**src/rtl/sc_dff_chain.sv**
```systemverilog
// sc_dff_chain: scan-chain configuration register with built-in shift controller.
// A start request serially loads CHAIN_LEN bits from sc_in (first bit ends up in the MSB),
// then commits them in one cycle to a shadow register that drives cfg_q/cfg_qb.
// Optional feature macro: SC_CHAIN_PARITY_EN (adds par_exp/par_err and gates the commit on parity).
module sc_dff_chain #(
    parameter int unsigned          CHAIN_LEN = 32,
    parameter logic [CHAIN_LEN-1:0] RESET_VAL = '0,
    parameter int unsigned          CNT_W     = 6
) (
    input  logic                 clk,
    input  logic                 reset_n,
    input  logic                 start,
    input  logic                 abort,
    input  logic                 sc_in,
`ifdef SC_CHAIN_PARITY_EN
    input  logic                 par_exp,
    output logic                 par_err,
`endif
    output logic                 sc_out,
    output logic [CHAIN_LEN-1:0] cfg_q,
    output logic [CHAIN_LEN-1:0] cfg_qb,
    output logic                 busy,
    output logic                 done
);

    typedef enum logic [1:0] {
        IDLE   = 2'd0,
        SHIFT  = 2'd1,
        COMMIT = 2'd2
    } state_t;

    state_t               state_q;
    logic [CHAIN_LEN-1:0] shift_q;
    logic [CHAIN_LEN-1:0] shift_d;
    logic [CHAIN_LEN-1:0] shadow_q;
    logic [CNT_W-1:0]     cnt_q;
    logic                 busy_q;
    logic                 done_q;
`ifdef SC_CHAIN_PARITY_EN
    logic                 par_acc_q;
    logic                 par_exp_q;
    logic                 par_err_q;
`endif

    // Next shift-register value for one scan step: shift toward the MSB, sc_in enters at bit 0.
    always_comb begin
        shift_d = {shift_q[CHAIN_LEN-2:0], sc_in};
    end

    // Load controller: IDLE -> SHIFT (CHAIN_LEN shifts) -> COMMIT -> IDLE, with registered busy/done.
    always_ff @(posedge clk or negedge reset_n) begin
        if (!reset_n) begin
            state_q   <= IDLE;
            shift_q   <= RESET_VAL;
            shadow_q  <= RESET_VAL;
            cnt_q     <= '0;
            busy_q    <= 1'b0;
            done_q    <= 1'b0;
`ifdef SC_CHAIN_PARITY_EN
            par_acc_q <= 1'b0;
            par_exp_q <= 1'b0;
            par_err_q <= 1'b0;
`endif
        end else begin
            done_q <= 1'b0;
            unique case (state_q)
                IDLE: begin
                    // abort is ignored here, so start wins when both are high.
                    if (start) begin
                        state_q   <= SHIFT;
                        cnt_q     <= '0;
                        busy_q    <= 1'b1;
`ifdef SC_CHAIN_PARITY_EN
                        par_acc_q <= 1'b0;
                        par_exp_q <= par_exp;
                        par_err_q <= 1'b0;
`endif
                    end
                end
                SHIFT: begin
                    // An abort cycle does not shift; partial contents stay in shift_q.
                    if (abort) begin
                        state_q <= IDLE;
                        busy_q  <= 1'b0;
                    end else begin
                        shift_q   <= shift_d;
                        cnt_q     <= cnt_q + 1'b1;
`ifdef SC_CHAIN_PARITY_EN
                        par_acc_q <= par_acc_q ^ sc_in;
`endif
                        if (cnt_q == CNT_W'(CHAIN_LEN - 1)) begin
                            state_q <= COMMIT;
                            busy_q  <= 1'b0;
                        end
                    end
                end
                COMMIT: begin
                    state_q <= IDLE;
`ifdef SC_CHAIN_PARITY_EN
                    if (par_acc_q != par_exp_q) begin
                        par_err_q <= 1'b1;
                    end else begin
                        shadow_q  <= shift_q;
                        done_q    <= 1'b1;
                        par_err_q <= 1'b0;
                    end
`else
                    shadow_q <= shift_q;
                    done_q   <= 1'b1;
`endif
                end
                default: begin
                    state_q <= IDLE;
                    busy_q  <= 1'b0;
                end
            endcase
        end
    end

    assign sc_out = shift_q[CHAIN_LEN-1];
    assign cfg_q  = shadow_q;
    assign cfg_qb = ~shadow_q;
    assign busy   = busy_q;
    assign done   = done_q;
`ifdef SC_CHAIN_PARITY_EN
    assign par_err = par_err_q;
`endif

endmodule

```
**config.mk**
```make
export PLATFORM = sky130hd
export DESIGN_NAME = sc_dff_chain
export DESIGN_NICKNAME = d
export VERILOG_FILES = /design/src/rtl/sc_dff_chain.sv
export SDC_FILE = /design/constraint.sdc
export NUM_CORES = 1
export LEC_CHECK = 0
export ABC_AREA = 0
export BUFFER_PORTS_ARGS = -buffer_cell sky130_fd_sc_hd__buf_2
export CORE_ASPECT_RATIO = 1.5
export CORE_MARGIN = 4
export CORE_UTILIZATION = 56
export DETAILED_ROUTE_END_ITERATION = 10
export GPL_TIMING_DRIVEN = 0
export PLACE_DENSITY = 0.83
export RECOVER_POWER = 50
export SLEW_MARGIN = 20
export SYNTH_ARGS = -nofsm -noshare
export SYNTH_HDL_FRONTEND = slang
export SYNTH_SLANG_ARGS = --single-unit
```
**constraint.sdc**
```tcl
create_clock -name clk -period 3.8 [get_ports clk]
set_input_delay 0.57 -clock clk [delete_from_list [all_inputs] [get_ports clk]]
set_output_delay 0.57 -clock clk [all_outputs]
set_load 0.02 [all_outputs]
```
## After elaboration in Yosys (flattened, before gate mapping)

Index checks and enable logic that the tools add are counted.

- Add/subtract/negate cells: 1
- Multipliers: 0
- Divide/modulo/power cells: 0
- Order comparisons: 0
- Eq/ne operators: 6
- Shifts and indexed selects: 0
- Muxes and demuxes: 12
- Bitwise operators: 3
- Reductions and logical operators: 6

Operators by type and width:

| operator | count |
|---|---|
| $not A32 Y32 | 1 |
| $mux W6 | 2 |
| $pmux W6 S2 | 1 |
| $add A6 B1 Y6 const B | 1 |
| $eq A6 B5 Y1 const B | 1 |
| $mux W2 | 3 |
| $reduce_and A3 Y1 | 2 |
| $mux W1 | 4 |
| $ne A2 B2 Y1 const B | 2 |
| $pmux W2 S2 | 1 |
| $reduce_and A2 Y1 | 2 |
| $ne A3 B3 Y1 const B | 1 |
| $pmux W1 S3 | 1 |
| $eq A2 B1 Y1 const B | 1 |
| $eq A2 B2 Y1 const B | 1 |
| $logic_not A2 Y1 | 1 |
| $not A1 Y1 | 2 |
| $reduce_bool A2 Y1 | 1 |

- Register bits: 74
- Bits in latches: 0
- RAM bits: 0
- Memory bits (read-only): 0
- Input port bits: 5
- Word-level logic and storage cells: 34
- Memories: 0

## Longest topological paths before layout

- Depth after elaboration: 4
- Mapped depth: 6
- Depth with buffers taken out: 4

## Worst setup path before layout

Ideal clock, no wire load.

- Path kind: in2reg
- Start: input abort
- End: register shift_q[10]
- Library setup time: 0.125 ns
- Arrival time: 1.391 ns
- Slack: 2.284 ns
- Cell stages on the path: 3
- Path buffers: 1
- Cell sequence: nor3b_4 -> buf_6 -> mux2_2

- Word-level cells in the longest chain between the ends: 2

Ends and longest elaborated chain:

| item | RTL line | text |
|---|---|---|
| start, declared | 13 | `input logic abort,` |
| $not A1 Y1 (no line) | - |  |
| $reduce_and A2 Y1 (no line) | - |  |
| end signal, assigned | 86 | `shift_q <= shift_d;` |
| end, declared | 33 | `logic [CHAIN_LEN-1:0] shift_q;` |

No other way between the ends.
A chain may end at the register's enable or synchronous reset.

## Worst setup path after layout

- Start: register state_q[0]
- End: register shift_q[5]

- Word-level cells in the longest chain between the ends: 2

Ends and longest elaborated chain:

| item | RTL line | text |
|---|---|---|
| start, declared | 32 | `state_t state_q;` |
| start signal, assigned | 53 | `state_q <= IDLE;` |
| start signal, assigned | 70 | `state_q <= SHIFT;` |
| start signal, assigned | 83 | `state_q <= IDLE;` |
| $eq A2 B1 Y1 | 66 | `unique case (state_q)` |
| $reduce_and A2 Y1 (no line) | - |  |

No other way between the ends.

==> summary.txt <==
Floorplan
  • Die area: 0.006425 mm2
  • Die height: 96.20 um
  • Die extent in x: 66.80 um
  • Core area: 0.004926 mm2
  • Cell row count: 31
  • Starting Density: 58.95%
  • Boundary pin count: 72

Status
  • Failing checks: max-capacitance violations, max-slew violations
  • Status: finished with violations

Clocking
  • Clock sinks: 74
  • CTS tree: built
  • Clock buffer count from CTS: 9
  • Resized Gates After CTS: 0
  • Setup Fix Bufs, Post-CTS: 0
  • CTS Buffer Depth: 2
  • Root buffer cell: clkbuf_8
  • Clock transition at path regs: 0.07 ns
  • Clk Latency, worst-skew pair: 0.35 ns
  • CTS H-tree depth: 3
  • Cts hold-fix bufs: 0

Detailed routing
  • WL/cell: 13.41 um
  • DRC: 0
  • Total number of vias: 1982
  • Routed vias/inst: 4.930
  • Final WL: 5392 um
  • DR iter-0 viols: 113
  • Initial DRT Pass Iterations: 4
  • Post-route ant nets: 0

STA
  • Slew Limit Fails: 30
  • Final period util: 53.70%
  • Min Tclk post-route: 2.041 ns
  • Slew headroom: -11.09%
  • Fmax: 0.4900 GHz
  • Worst Hold Slack: 0.4528 ns
  • Setup TNS: 0 ns
  • Fin. Hold Viols: 0
  • Worst-Margin Slew: 1.666 ns
  • RSZ-0062 raised after global routing: false
  • # setup viols final: 0
  • Worst Skew: 0.01121 ns

Logic synthesis
  • Syn Std Cell Area: 0.002904 mm2
  • Syn Nets: 254
  • Unique masters post-synth: 26
  • Sequential share of the synthesized area: 63.77%
  • Synth area leaders: dfrtp_1 (64%), mux2_2 (12%), o21ai_0 (5.9%), nand2_1 (4.9%), inv_1 (4.3%)
  • Synth area leader: dfrtp_1
  • Cell count after synthesis: 248
  • Syn. warnings: 0
  • FF+latch count, synth: 74
  • Syn avg cell area: 11.71 um2
  • Synth top area share: 63.77%

Global routing
  • Vias in the first global route: 1982
  • Initial antenna violation count: 0
  • Largest net degree at the start of global routing: 46
  • GRT overflow: 0
  • First-pass GRT wire length: 9108 um
  • All-layer global routing usage: 19.43%

Power
  • Static Leak: 1.679 nW
  • Peak supply drop: 0.3680 mV
  • Power Density: 482.2 mW/mm2

Place
  • GPL Wtd Cong: 0.6969
  • # port buffers: 71
  • DP HPWL: 3820 um

Worst setup path
  • Critical path, cell by cell: nor3b_1 -> buf_6 -> mux2_2
  • CP Max Fanout: 10
  • Arr. time, crit path: 2.27 ns
  • Setup crit end kind: flop
  • Startpoint types: flop
  • Required time at the worst-slack endpoint: 4.03 ns
  • Slowest stage delay, CP: 0.87 ns
  • Crit path kind: reg -> reg
  • FF-to-FF setup slack: 1.76 ns
  • Cell at the slowest stage of the critical path: nor3b_1
  • Top delay family on crit path: simple AND/OR/NAND/NOR gates
  • Buf/Inv on CP: 1

Cells and area
  • Area grow syn2layout: 21.03%
  • Layout Nets: 337
  • Diode count: 0
  • Share of layout cells above drive strength 1: 30.95%

Worst hold path
  • Worst Hold Class: in -> reg

Job
  • Max-cap violation count: 1
flip-flops by register name, indices dropped and copies added, names as in the netlist:
name     flops
busy         1
done         1
state_q      2
shift_q     32
cnt_q        6
cfg_q       32
worst reg2reg max path: stages, from the launching register on:
cell and delay, ns:
dfrtp_1 0.46, nor3b_1 0.87, buf_6 0.26, mux2_2 0.35
layout make-up:
class,count,area [um2]
Timing Repair Buffer,72,352.8
Multi-Input combinational cell,131,845.8
Fill cell,384,1411
Clock inverter,5,53.80
Clock buffer,11,141.4
Buffer,10,62.56
Sequential cell,74,1852
Tap cell,66,82.58
Inverter,33,123.9
power by group:
part	internal, mW	leakage (nW)	switching, mW
Sequential	0.876	1.01	0.0673
Clock	0.319	0.103	0.275
Combinational	0.0909	0.571	0.0663
worst paths after layout:
path	start	cells after the start	endpoint
max	state_q[0]	3	shift_q[5]
min	sc_in	2	shift_q[0]
max reg2reg	state_q[0]	3	shift_q[5]
min reg2reg	cnt_q[5]	1	state_q[1]
max in group asynchronous	reset_n	1	cfg_q[0]
min in group asynchronous	reset_n	1	cfg_q[13]
per-layer routing:
metal	vias to the layer above	global-route usage, %	routed length [um]
met3	9	7.243	345
met2	54	32.20	2685
met5	-	0	0
li1	965	-	-
met4	0	9.153	131
met1	954	21.96	2228
logic make-up (layout without fill, tap and decap cells):
logic type / after synthesis / after routing / synth area share [%]
buf+inv: 43 / 131 / 6.549
simple gates: 54 / 54 / 8.273
compound gates: 40 / 40 / 7.368
mux: 32 / 32 / 12.41
fa+ha+maj: 1 / 1 / 0.4308
flops: 74 / 74 / 63.77
xor+xnor: 4 / 4 / 1.207
Yosys cell counts (all sizes together):
library cell	count
a21o	1
clkbuf	2
or2b	1
o21ai	34
nor2	7
nand2	38
o22ai	1
nand4	2
mux2	32
a211oi	1
a21oi	2
inv	33
ha	1
nor3	1
dfrtp	74
xnor2	2
nor3b	2
o21bai	1
nand3	1
nand4b	1
xor2	2
nand2b	1
buf	8
cell usage in the layout, fill, tap and decap left out, types with 2 or more instances in the layout:
master | synthesis | final
xor2_1 | 2 | 2
a21oi_1 | 2 | 2
mux2_2 | 30 | 30
clkbuf_1 | 2 | 24
xnor2_1 | 2 | 2
nand2_1 | 38 | 38
clkinv_2 | 0 | 3
clkbuf_8 | 0 | 10
o21ai_0 | 34 | 34
nand4_1 | 2 | 2
mux2_1 | 2 | 2
nor3b_1 | 1 | 2
buf_2 | 5 | 55
buf_6 | 3 | 3
nor2_1 | 7 | 7
dfrtp_1 | 74 | 74
inv_1 | 33 | 33
stage by stage:
step	cells	utilization, %	power (mW)	instance area (um2)	setup slack (ns)
2_1_floorplan	248	-	1.059	2904	2.284
5_1_grt	402	71.35	1.780	3515	1.614
4_1_cts	402	72.26	1.714	3560	2.218
6_report	402	71.35	1.695	3515	1.759
3_3_place_gp	385	67.84	1.101	3342	1.785
3_5_place_dp	386	68.30	1.117	3364	2.037
No activity file was read; power rests on OpenSTA's default activity.
